<file path="src/rtl/fetch_sequencer.sv">
`default_nettype none
// +--------------------------------------------------------------------------+
// | Module   : fetch_sequencer                                               |
// | Brief    : Instruction fetch front end. Issues single-outstanding word   |
// |            reads and queues {pc,instr} pairs for execute. Optional macro |
// |            FETCH_TIMEOUT_EN adds a read wait timeout.                    |
// | Revision : 1.0  initial release                                          |
// +--------------------------------------------------------------------------+
module fetch_sequencer #(
  parameter int unsigned     XLEN           = 32,
  parameter int unsigned     DEPTH          = 4,
  parameter logic [XLEN-1:0] RESET_PC       = 'h800,
  parameter logic [3:0]      CMD_NOP        = 4'h0,
  parameter logic [3:0]      CMD_READ       = 4'h1,
  parameter int unsigned     TIMEOUT_CYCLES = 255
) (
  input  logic            clock,
  input  logic            reset,
  output logic [3:0]      mem_cmd,
  output logic [XLEN-1:0] mem_addr,
  input  logic            mem_ready,
  input  logic            mem_error,
  input  logic [31:0]     mem_rdata,
  input  logic            fetch_hold,
  input  logic            redirect_valid,
  input  logic [XLEN-1:0] redirect_pc,
  output logic            issue_valid,
  input  logic            issue_ready,
  output logic [XLEN-1:0] issue_pc,
  output logic [31:0]     issue_instr,
  output logic            trap_valid,
  output logic [1:0]      trap_cause,
  output logic [XLEN-1:0] trap_pc
);

  localparam int unsigned c_AW = $clog2(DEPTH);
  localparam int unsigned c_CW = c_AW + 1;
  localparam logic [c_CW-1:0] c_DEPTH = c_CW'(DEPTH);

  localparam logic [2:0] c_INIT  = 3'd0;
  localparam logic [2:0] c_IDLE  = 3'd1;
  localparam logic [2:0] c_WAIT  = 3'd2;
  localparam logic [2:0] c_DRAIN = 3'd3;
  localparam logic [2:0] c_TRAP  = 3'd4;

  logic [2:0]      r_state;
  logic [XLEN-1:0] r_fetch_pc;
  logic [XLEN-1:0] r_fifo_pc    [DEPTH];
  logic [31:0]     r_fifo_instr [DEPTH];
  logic [c_AW-1:0] r_wr_ptr;
  logic [c_AW-1:0] r_rd_ptr;
  logic [c_CW-1:0] r_count;

  logic [2:0]      w_state_next;
  logic [XLEN-1:0] w_fetch_pc_next;
  logic [XLEN-1:0] w_addr_next;
  logic [c_CW-1:0] w_count_pushed;
  logic            w_push;
  logic            w_pop;
  logic            w_flush;
  logic            w_trap_set;
  logic [1:0]      w_trap_cause;
  logic            w_timeout;

  assign issue_valid = (r_count != '0);
  assign issue_pc    = r_fifo_pc[r_rd_ptr];
  assign issue_instr = r_fifo_instr[r_rd_ptr];
  assign w_pop       = issue_valid & issue_ready;

`ifdef FETCH_TIMEOUT_EN
  localparam int unsigned c_TW = $clog2(TIMEOUT_CYCLES + 1);
  logic [c_TW-1:0] r_wait_cnt;

  assign w_timeout = !mem_ready && (r_wait_cnt == c_TW'(TIMEOUT_CYCLES - 1));

  // Restarts whenever a read is launched or the state changes.
  always_ff @(posedge clock) begin
    if (reset) begin
      r_wait_cnt <= '0;
    end else if (w_state_next != r_state || mem_ready) begin
      r_wait_cnt <= '0;
    end else if (r_state == c_WAIT || r_state == c_DRAIN) begin
      r_wait_cnt <= r_wait_cnt + c_TW'(1);
    end
  end
`else
  assign w_timeout = 1'b0;
`endif

  always_comb begin
    w_state_next    = r_state;
    w_fetch_pc_next = r_fetch_pc;
    w_addr_next     = mem_addr;
    w_push          = 1'b0;
    w_flush         = 1'b0;
    w_trap_set      = 1'b0;
    w_trap_cause    = 2'd0;
    w_count_pushed  = r_count + c_CW'(1) - c_CW'(w_pop);
    case (r_state)
      c_INIT: begin
        w_fetch_pc_next = RESET_PC;
        w_state_next    = c_IDLE;
      end
      c_IDLE: begin
        if (!fetch_hold && r_count < c_DEPTH) begin
          w_addr_next  = r_fetch_pc;
          w_state_next = c_WAIT;
        end
      end
      c_WAIT: begin
        if (mem_ready && mem_error) begin
          w_trap_set   = 1'b1;
          w_trap_cause = 2'd1;
          w_state_next = c_TRAP;
        end else if (mem_ready) begin
          w_push          = 1'b1;
          w_fetch_pc_next = r_fetch_pc + XLEN'(4);
          if (w_count_pushed < c_DEPTH && !fetch_hold) begin
            w_addr_next = r_fetch_pc + XLEN'(4);
          end else begin
            w_state_next = c_IDLE;
          end
        end else if (w_timeout) begin
          w_trap_set   = 1'b1;
          w_trap_cause = 2'd2;
          w_state_next = c_TRAP;
        end
      end
      c_DRAIN: begin
        if (mem_ready || w_timeout) begin
          w_state_next = c_IDLE;
        end
      end
      c_TRAP: begin
        w_state_next = c_TRAP;
      end
      default: begin
        w_state_next = c_INIT;
      end
    endcase

    // Redirect overrides everything; an unfinished read must still be drained.
    if (redirect_valid && r_state != c_INIT) begin
      w_flush         = 1'b1;
      w_push          = 1'b0;
      w_trap_set      = 1'b0;
      w_fetch_pc_next = redirect_pc;
      w_addr_next     = mem_addr;
      if ((r_state == c_WAIT || r_state == c_DRAIN) && !mem_ready) begin
        w_state_next = c_DRAIN;
      end else begin
        w_state_next = c_IDLE;
      end
    end
  end

  always_ff @(posedge clock) begin
    if (reset) begin
      r_state    <= c_INIT;
      r_fetch_pc <= '0;
      mem_cmd    <= CMD_NOP;
      mem_addr   <= '0;
      trap_valid <= 1'b0;
      trap_cause <= 2'd0;
      trap_pc    <= '0;
    end else begin
      r_state    <= w_state_next;
      r_fetch_pc <= w_fetch_pc_next;
      mem_addr   <= w_addr_next;
      mem_cmd    <= (w_state_next == c_WAIT || w_state_next == c_DRAIN) ? CMD_READ : CMD_NOP;
      if (w_flush) begin
        trap_valid <= 1'b0;
        trap_cause <= 2'd0;
        trap_pc    <= '0;
      end else if (w_trap_set) begin
        trap_valid <= 1'b1;
        trap_cause <= w_trap_cause;
        trap_pc    <= mem_addr;
      end
    end
  end

  always_ff @(posedge clock) begin
    if (reset || w_flush) begin
      r_wr_ptr <= '0;
      r_rd_ptr <= '0;
      r_count  <= '0;
    end else begin
      if (w_push) begin
        r_fifo_pc[r_wr_ptr]    <= mem_addr;
        r_fifo_instr[r_wr_ptr] <= mem_rdata;
        r_wr_ptr               <= r_wr_ptr + c_AW'(1);
      end
      if (w_pop) begin
        r_rd_ptr <= r_rd_ptr + c_AW'(1);
      end
      r_count <= r_count + c_CW'(w_push) - c_CW'(w_pop);
    end
  end

endmodule
`default_nettype wire

</file>
<file path="config.mk">
export PLATFORM = sky130hd
export DESIGN_NAME = fetch_sequencer
export DESIGN_NICKNAME = d
export VERILOG_FILES = /design/src/rtl/fetch_sequencer.sv
export SDC_FILE = /design/constraint.sdc
export NUM_CORES = 1
export LEC_CHECK = 0
export CORE_MARGIN = 3
export CORE_UTILIZATION = 30
export CTS_BUF_LIST = sky130_fd_sc_hd__clkbuf_16
export CTS_CLUSTER_DIAMETER = 150
export DETAILED_ROUTE_END_ITERATION = 7
export DONT_BUFFER_PORTS = 1
export GPL_TIMING_DRIVEN = 1
export PLACE_DENSITY = 0.53
export SLEW_MARGIN = 30
export SYNTH_ARGS = -nofsm -noshare
export SYNTH_HDL_FRONTEND = slang
export SYNTH_SLANG_ARGS = --single-unit
</file>
<file path="constraint.sdc">
create_clock -name clock -period 3.8 [get_ports clock]
set_input_delay 0.95 -clock clock [delete_from_list [all_inputs] [get_ports clock]]
set_output_delay 0.95 -clock clock [all_outputs]
set_load 0.005 [all_outputs]
</file>
==> results of run 1 <==
[through the flow]
step | area (µm²) | util | setup slack, ns
2_1_floorplan | 14800 | - | 0.145
3_3_place_gp | 15500 | 0.323 | 0.966
3_5_place_dp | 15500 | 0.323 | 0.936
4_1_cts | 16800 | 0.350 | 0.715
5_1_grt | 16900 | 0.350 | 0.615
6_report | 16900 | 0.350 | 0.746
[flip-flops by register name (all words and copies together) (netlist names), named ones only]
name          count
r_wr_ptr          2
r_fifo_pc       128
trap_cause        1
r_state           3
r_fifo_instr    128
mem_addr         32
trap_pc          32
r_count           3
r_fetch_pc       32
r_rd_ptr          2
trap_valid        1
mem_cmd           1
[worst reg2reg max path, cell delays in order, from the launching register on]
cell and delay, ns:
dfxtp_1 0.54, or3b_4 0.59, inv_2 0.10, and2_1 0.28, and3_4 0.56, buf_4 0.34
[placed cells by master, fill, tap and decap left out, types with 11 or more instances in the layout]
master / instances
a211oi_1: 25
a21oi_1: 47
a22oi_1: 13
clkbuf_16: 43
clkinv_2: 11
dfxtp_1: 109
edfxtp_1: 256
inv_1: 29
mux4_2: 64
nand2_1: 96
nand3_1: 19
nand4_1: 13
nor2_1: 83
nor3_1: 19
o21ai_0: 19
xnor2_1: 18
xor2_1: 13
[logic make-up after synthesis]
kind of cell | synth area share
fa+ha+maj | 0.00814
compound gates | 0.0745
buf+inv | 0.0282
xor+xnor | 0.0184
flops | 0.671
other cells | 0.000254
mux | 0.104
simple gates | 0.0952
[path summary, 6_finish.rpt]
kind | depth (start not counted) | start | endpoint | slack [ns]
worst max-delay path | 2 | flip-flop | issue_pc[24] | 0.75
worst min register to register | 2 | trap_pc[10]$_SDFFE_PP0P_ | trap_pc[10]$_SDFFE_PP0P_ | 0.47
worst min-delay path | 2 | trap_pc[10]$_SDFFE_PP0P_ | trap_pc[10]$_SDFFE_PP0P_ | 0.47
worst max register to register | 5 | r_state[1]$_SDFF_PP0_ | r_fifo_instr[0][20]$_DFFE_PP_ | 1.07
[power by group through the flow]
stage                     sequential, µW  combinational [µW]  clock [µW]
after floorplan                     4520                 657           0
after global placement              4600                 811           0
after detailed placement            4610                 819           0
after CTS                           4520                 821        3900
after global routing                4540                 871        4060
final                               4520                 792        3770
[routing by layer]
metal  wire length [µm]  up-vias  share of wire  global-route usage
met4               1070        2          0.028              0.0488
li1                   -     3903              -                   -
met2              17700      263           0.47               0.221
met5                 13        -        0.00034                   0
met1              16000     4266           0.42               0.189
met3               2990       71          0.079              0.0477
[layout make-up]
| cell class | count | area [µm²] | area share |
|---|---|---|---|
| flip-flops and latches | 367 | 9920 | 0.588 |
| multi-input cells | 569 | 4480 | 0.266 |
| clock buffers | 43 | 1080 | 0.0638 |
| well taps | 656 | 821 | 0.0487 |
| repair buffers | 19 | 288 | 0.0171 |
| clock inverters | 34 | 213 | 0.0126 |
| inverters | 16 | 60.1 | 0.00356 |
| diodes | 3 | 7.51 | 0.000445 |
==> impl_results.md, run 1 <==
- Switch Pwr: 2160 µW
- Slew Limit Fails: 0
- Status: complete, no violations
- Final HPWL DP: 24600 µm
- DIE AREA: 51900 µm²
- CTS H-tree depth: 2
- DIE HEIGHT: 228 µm
- Critical path buffer and inverter count: 1
- ANT nets after route: 0
- Yosys reg bits: 367
- Vias per Instance: 4.98
- DRC viols: 0
- Most common cell in the netlist: edfxtp_1
- Slowest stage delay, CP: 0.67 ns
- Unrepaired setup endpoints after global routing: false
- Area of the core: 48100 µm²
- First-pass GRT wire length: 56600 µm
- Drt first pass iters: 5
- CP Cell Sequence: buf_12, mux4_2
- GRT overflow: 0
- Final period util: 0.804
- Final setup fails: 0
- Routability cong.: 0.793
- Slowest CP cell: mux4_2
- Clock Path Buffers: 3
- Initial antenna violation count: 4
- Routed vias: 8505
- Critical Path Sink Type: primary output
- Sw Share: 0.238
- Area Growth Syn to Fin: 14.3%
- Critical Path AT: 2.10 ns
- Max Cap Viol: 0
- TritonCTS clock tree: yes
- Port bufs: 0
- Sink Count: 367
- Layout cells sized above 1: 0.165
- Final Non-Filler Cells: 1707
- Netlist cell types: 69
- Flop pwr share: 0.498
- Die width: 228 µm
- Initial Utilization: 0.307
- Combinational group share of total power: 0.087
- Worst slew margin: 0.420
- Yosys warnings: 0
- Number of global-route vias before repair: 8301
- CP top delay family: multiplexers
- Maximum vdd drop: 0.255 mV
- Worst setup path category: reg -> out
- Seq/Total Area, Yosys: 0.671
- Final Hold Fails: 0
- Overall power: 9080 µW
- Main synth FF type: edfxtp_1
- Tmin final: 3.05 ns
- Post-CTS Setup Bufs: 0
- HP Class: reg -> reg
- FILL cells: 4624
- Iteration-0 DRC count of the detailed router: 517
- I/O pin count: 207
- Setup TNS: 0 ns
- Post-Syn Area: 14800 µm²
- CTS Buf Count: 42
- Clock Power Share: 0.415
- Total Nets Final: 1095
- Post-synth ARST share: 0
- Area contributors post-synth: edfxtp_1, dfxtp_1, mux4_2
- CP Launch Type: flip-flop
- Mapped Cells: 1025
- PD cells: 538 nW/µm²
- Mapped Avg Cell Area: 14.4 µm²
- Setup Skew: 0.0165 ns
- Routed Wire Length: 37800 µm
- Worst-Margin Slew: 0.869 ns
- Max FO, Critical Path: 64
- Clk_lat worst skew: 0.55 ns
- GR Util All Layers: 0.143
- Routed len/inst: 22.1 µm
- Post-synth EDFFs: 256
- Post-cts resize count: 0
- Clk slew on worst S/H paths: 0.06 ns
- Row Count: 80
- Fmax: 327 MHz
- Hold buffers post-CTS: 0
- Leakage power: 0.00515 µW
- Top cells by count, synth: edfxtp_1, dfxtp_1, nand2_1, nor2_1, mux4_2
- Largest net degree at the start of global routing: 72
- Critical Path RT: 2.85 ns
- Final Hold Slack: 0.473 ns
- Pint: 6920 µW
- Top cell type by total area after synthesis: edfxtp_1
- Synth top area share: 0.521
- Dpl cells: 1626
- Clk Tree Root Cell: clkbuf_16
Note: power is estimated with default switching activity, not from simulation.
==> run 2: changes to the inputs <==
Settings changed: PLACE_DENSITY 0.53 to 0.52.
Clock period 3.8 ns to 2.9 ns, I/O delays scaled along.
==> run 2 against run 1 <==
Effect of this change:
- sequential power up 31%
- cell area up 2.5%
- core utilization up 0.88 points
- critical path type unchanged
- non-clock buffer count up 34
- largest cell class unchanged
- combinational power up 39%
==> impl_results.md, run 2 (synthesis results as in run 1) <==
- Status: complete, no violations
- Area Growth Syn to Fin: 17.1%
- Largest net degree at the start of global routing: 72 (unchanged)
- Final Hold Fails: 0 (unchanged)
- Fmax: 371 MHz
- Sink Count: 367 (unchanged)
- CTS H-tree depth: 2 (unchanged)
- Routed vias: 8681 (+2.1%)
- Iteration-0 DRC count of the detailed router: 665 (+29%)
- Commonest non-fill, non-tap cell in the layout: edfxtp_1
- Worst setup path category: reg -> out
- Unrepaired setup endpoints after global routing: false
- ANT nets after route: 0 (unchanged)
- Number of global-route vias before repair: 8474 (+2.1%)
- Slowest stage delay, CP: 0.59 ns (-0.08 ns)
- Initial antenna violation count: 3 (-1)
- DIE HEIGHT: 228 µm (unchanged)
- Die width: 228 µm (unchanged)
- DRC viols: 0 (unchanged)
- HP Class: in -> reg
- DIE AREA: 51900 µm² (unchanged)
- Post-cts resize count: 0 (unchanged)
- Storage cell area: 9920 µm² (unchanged)
- Slowest CP cell: mux4_2
- Layout cells sized above 1: 0.187 (+0.0224)
- Vias per Instance: 4.99 (about the same)
- Final setup fails: 0 (unchanged)
- Setup TNS: 0 ns (unchanged)
- CP top delay family: multiplexers
- Critical Path RT: 2.17 ns (-0.68 ns)
- Overall power: 12400 µW (+37%)
- CP Launch Type: flip-flop
- Leakage power: 0.00537 µW (+4.3%)
- GR Util All Layers: 0.148 (+0.00490)
- Setup Skew: 0.0126 ns (-0.00393 ns)
- Clock Path Buffers: 3 (unchanged)
- Slew Limit Fails: 0 (unchanged)
- GRT overflow: 0 (unchanged)
- Tmin final: 2.70 ns
- First-pass GRT wire length: 58100 µm (+2.6%)
- Routability cong.: 0.814 (+2.6%)
- Routed len/inst: 22.3 µm (+0.86%)
- Clk Tree Root Cell: clkbuf_16
- Routed Wire Length: 38900 µm (+2.9%)
- Final period util: 0.930
- Initial Utilization: 0.307 (unchanged)
- Clk slew on worst S/H paths: 0.06 ns (about the same)
- Max FO, Critical Path: 17 (-73%)
- Area of the core: 48100 µm² (unchanged)
- Critical path buffer and inverter count: 1 (unchanged)
- Row Count: 80 (unchanged)
- Max Cap Viol: 0 (unchanged)
- PD cells: 717 nW/µm² (+33%)
- Maximum vdd drop: 0.330 mV (+30%)
- Top flop regs: r_fifo_instr: 128 flops, r_fifo_pc: 128 flops
- Hold buffers post-CTS: 0 (unchanged)
- Worst slew margin: 0.515 (+0.0954)
- Most frequent cells in the layout: edfxtp_1, dfxtp_1, nand2_1
- FILL cells: 4601 (-0.50%)
- Drt first pass iters: 5 (unchanged)
- TritonCTS clock tree: yes
- Total Nets Final: 1129 (+3.1%)
- Worst-Margin Slew: 0.727 ns (-0.142 ns)
- I/O pin count: 207 (unchanged)
- Final Hold Slack: 0.246 ns (-0.227 ns)
- Final HPWL DP: 26000 µm (+5.9%)
- Critical Path AT: 1.97 ns (-0.13 ns)
- Port bufs: 0 (unchanged)
- Post-CTS Setup Bufs: 0 (unchanged)
- Footprint of the multi-input gates: 4480 µm² (unchanged)
- CP Cell Sequence: buf_12, mux4_2
- CTS Buf Count: 42 (unchanged)
- Critical Path Sink Type: primary output
- Clk_lat worst skew: 0.55 ns (about the same)
==> run 2: cell count changes in the layout (fill, tap and decap cells not counted) <==
cell / delta
buf_12: +6
bufinv_16: +3
clkinv_2: -8
clkinv_4: +3
diode_2: -1
clkinv_1: +6
clkbuf_16: +2
inv_6: -3
or4b_2: -1
buf_16: -1
or4b_1: +1
inv_1: -2
buf_4: +29
==> run 2: worst paths after layout <==
kind	from	endpoint	slack (ns)	cells after the start
worst min register to register	trap_pc[26]$_SDFFE_PP0P_	trap_pc[26]$_SDFFE_PP0P_	0.47	2
worst max-delay path	flip-flop	issue_pc[24]	0.20	2
worst max register to register	r_count[2]$_SDFF_PP0_	r_count[2]$_SDFF_PP0_	0.51	10
worst min-delay path	reset	r_fetch_pc[10]$_SDFFE_PP0P_	0.25	1
==> run 2: stage by stage <==
step                setup slack [ns]  instances  area, µm²  utilization
floorplan                      0.153       1028      14800            -
global placement               0.389       1661      15900        0.330
detailed placement             0.408       1661      15900        0.330
CTS                           0.0843       1739      17300        0.359
global route                  0.0531       1740      17300        0.359
finish                         0.204       1741      17300        0.359
==> run 2: area by class of cell <==
cell class              instances  area share
multi-input cells             569       0.259
flip-flops and latches        367       0.574
inverters                      16     0.00347
clock buffers                  45      0.0651
clock inverters                33      0.0161
repair buffers                 53      0.0346
well taps                     656      0.0475
diodes                          2    0.000289
==> run 2: power by group <==
| part | total (µW) | internal, µW | switching, µW |
|---|---|---|---|
| sequential | 5940 | 5720 | 219 |
| combinational | 1100 | 530 | 571 |
| clock | 5360 | 3240 | 2120 |
==> run 2: worst reg2reg max path, cell delays in order, from the launching register on <==
cell	delay (ns)
dfxtp_1	0.35
or3_1	0.46
and2_1	0.24
ha_1	0.29
inv_1	0.06
ha_1	0.13
inv_1	0.04
fa_1	0.37
xor2_1	0.17
xnor2_1	0.14
nor2_1	0.05
==> run 2: per-layer routing <==
metal	routed length [µm]	vias to the layer above	part of all wire	global-route usage
met1	17200	4423	0.44	0.198
met4	563	2	0.014	0.0338
met2	18300	240	0.47	0.237
li1	-	3972	-	-
met3	2760	44	0.071	0.0453
met5	13	-	0.00033	0
==> RTL edit, RTL diff (flow settings as in run 2) <==
Take the reset off `mem_addr` and load it in a clocked block of its own.
--- a/src/rtl/fetch_sequencer.sv
+++ b/src/rtl/fetch_sequencer.sv
@@ -159,14 +159,12 @@
       r_state    <= c_INIT;
       r_fetch_pc <= '0;
       mem_cmd    <= CMD_NOP;
-      mem_addr   <= '0;
       trap_valid <= 1'b0;
       trap_cause <= 2'd0;
       trap_pc    <= '0;
     end else begin
       r_state    <= w_state_next;
       r_fetch_pc <= w_fetch_pc_next;
-      mem_addr   <= w_addr_next;
       mem_cmd    <= (w_state_next == c_WAIT || w_state_next == c_DRAIN) ? CMD_READ : CMD_NOP;
       if (w_flush) begin
         trap_valid <= 1'b0;
@@ -181,6 +179,10 @@
   end
 
   always_ff @(posedge clock) begin
+    mem_addr <= w_addr_next;
+  end
+
+  always_ff @(posedge clock) begin
     if (reset || w_flush) begin
       r_wr_ptr <= '0;
       r_rd_ptr <= '0;
Formal check against the unedited RTL: differs if reset is asserted again (counterexample within 4 cycles, from zero or initial values and one cycle with reset high); with reset held inactive, the same outputs for 4 cycles.
==> RTL edit against run 2 <==
Sequential cell count unchanged; routed wire length decreased by 4.7%; register-to-register slack got worse by 0.10 ns; worst setup slack improved by 0.0092 ns; combinational power decreased by 19%; synthesized area decreased by 0.36%; final area decreased by 1.4%; hold slack got worse by 0.0062 ns; power decreased by 2.9%.
==> RTL edit: results (changes against run 2) <==
share of layout cells above drive strength 1=19.0% (+0.27 points); net count of the finished layout=1042 (-7.7%); dpl hpwl=25300 um (-2.8%); pin count of the biggest net entering global routing=46 (-36%); max incr delay on CP=0.57 ns (-0.02 ns); Avg Vias per Cell=4.96 (-0.46%); non-filler cells, final=1612 (-7.4%); Synth area leaders=edfxtp_1, dfxtp_1, mux4_2; Mean Syn Cell Area=15.6 um2 (+8.7%); xor-xnor portion of the synthesized cell area=2.02% (+0.19 points); met3 Resource Use GR=4.95% (+0.42 points); Clock Skew=0.0168 ns (+0.00426 ns); initial antenna violation count=4 (+1); sequential fraction of the synthesis area=69.6% (+2.4 points); synth unique cells=70 (+1.4%); EDFF count, synth=288 (+13%); First DRT Iteration DRCs=572 (-14%); drt wl/cell=23.0 um (+3.0%); placer congestion estimate=0.798 (-1.9%); Overall Global Routing Usage=14.1% (-0.66 points); Placed Cells=1533 (-7.7%); Adder-Cell Fraction of Synth Area=0.817% (+0.0029 points); status=completed; GRT met1 Usage=17.7% (-2.1 points); Post-synth top cells=edfxtp_1, nand2_1, dfxtp_1, mux4_2, nor2_1; Peak VDD IR=0.302 mV (-8.7%); Compound-Gate Fraction of Synth Area=5.58% (-1.9 points); leakage power=5.37 nW (about the same); met2 usage=23.1% (-0.60 points); mux cell area share after synthesis=10.4% (-0.031 points); first-pass GRT wire length=53700 um (-7.5%); worst-path maximum fanout=12 (-5)
==> RTL edit: changes by cell type in the layout (fill, tap and decap cells not counted), moves of 4 or more <==
| cell | before | now |
|---|---|---|
| xnor2_1 | 18 | 22 |
| a211oi_1 | 25 | 5 |
| edfxtp_1 | 256 | 288 |
| nand2_1 | 96 | 107 |
| dfxtp_1 | 109 | 77 |
| nand4_4 | 0 | 4 |
| inv_1 | 27 | 17 |
| nor3_1 | 19 | 13 |
| nand3_1 | 19 | 13 |
| buf_4 | 37 | 22 |
| nor2_1 | 83 | 52 |
| nor4_2 | 4 | 0 |
| clkinv_1 | 9 | 13 |
==> RTL edit: kinds of logic (layout without fill, tap and decap cells) <==
family,Yosys count,in the layout
AOI/OAI and AO/OA,129,129
xor gates and xnor gates,34,34
adders and majority gates,9,9
buffers and inverters,76,127
DFF,367,367
muxes,72,72
other,1,7
and+or+nand+nor,252,252
==> RTL edit: per-layer routing <==
layer	routed length, um	up-vias
met1	15300	4067
met4	813	2
met2	18100	223
li1	-	3664
met3	2850	45
met5	20	-
==> RTL edit: layout make-up <==
cell class              count  area (um2)
diodes                      3        7.51
clock buffers              43        1080
clock inverters            33         288
fillers                  4564       31000
inverters                  14        52.6
multi-input cells         500        4160
flip-flops and latches    367       10200
well taps                 615         769
repair buffers             37         457
==> RTL edit: worst reg2reg max path: cells and delay by family, from the launching register on <==
family | cells | cell delay [ns]
flip-flops | 1 | 0.41
buffers and inverters | 1 | 0.25
AND/OR/NAND/NOR | 4 | 1.50
==> RTL edit: power breakdown <==
| group | leakage (nW) | switching [mW] | internal, mW |
|---|---|---|---|
| Clock | 0.670 | 2.10 | 3.14 |
| Combinational | 1.45 | 0.453 | 0.435 |
| Sequential | 3.25 | 0.157 | 5.76 |
| Total | 5.37 | 2.71 | 9.33 |
==> RTL edit: final timing paths <==
check                   start  slack, ns               end
hold / removal          reset       0.24    r_fetch_pc[16]
setup reg to reg   r_state[2]       0.41  r_fifo_pc[1][26]
setup / recovery     register       0.21    issue_instr[5]
hold reg to reg   trap_pc[16]       0.47       trap_pc[16]
==> RTL edit: stage by stage <==
stage	utilization, %	hold slack [ns]	cell area [um2]	setup slack [ns]	total power [mW]
after floorplan	-	0.408	14700	0.0548	6.67
after CTS	35.5	0.200	17000	0.0144	12.2
after global routing	35.5	0.207	17000	0.0740	12.5
after global placement	32.6	0.467	15700	0.329	6.94
after detailed placement	32.6	0.470	15700	0.364	6.95
final	35.5	0.240	17000	0.213	12.0
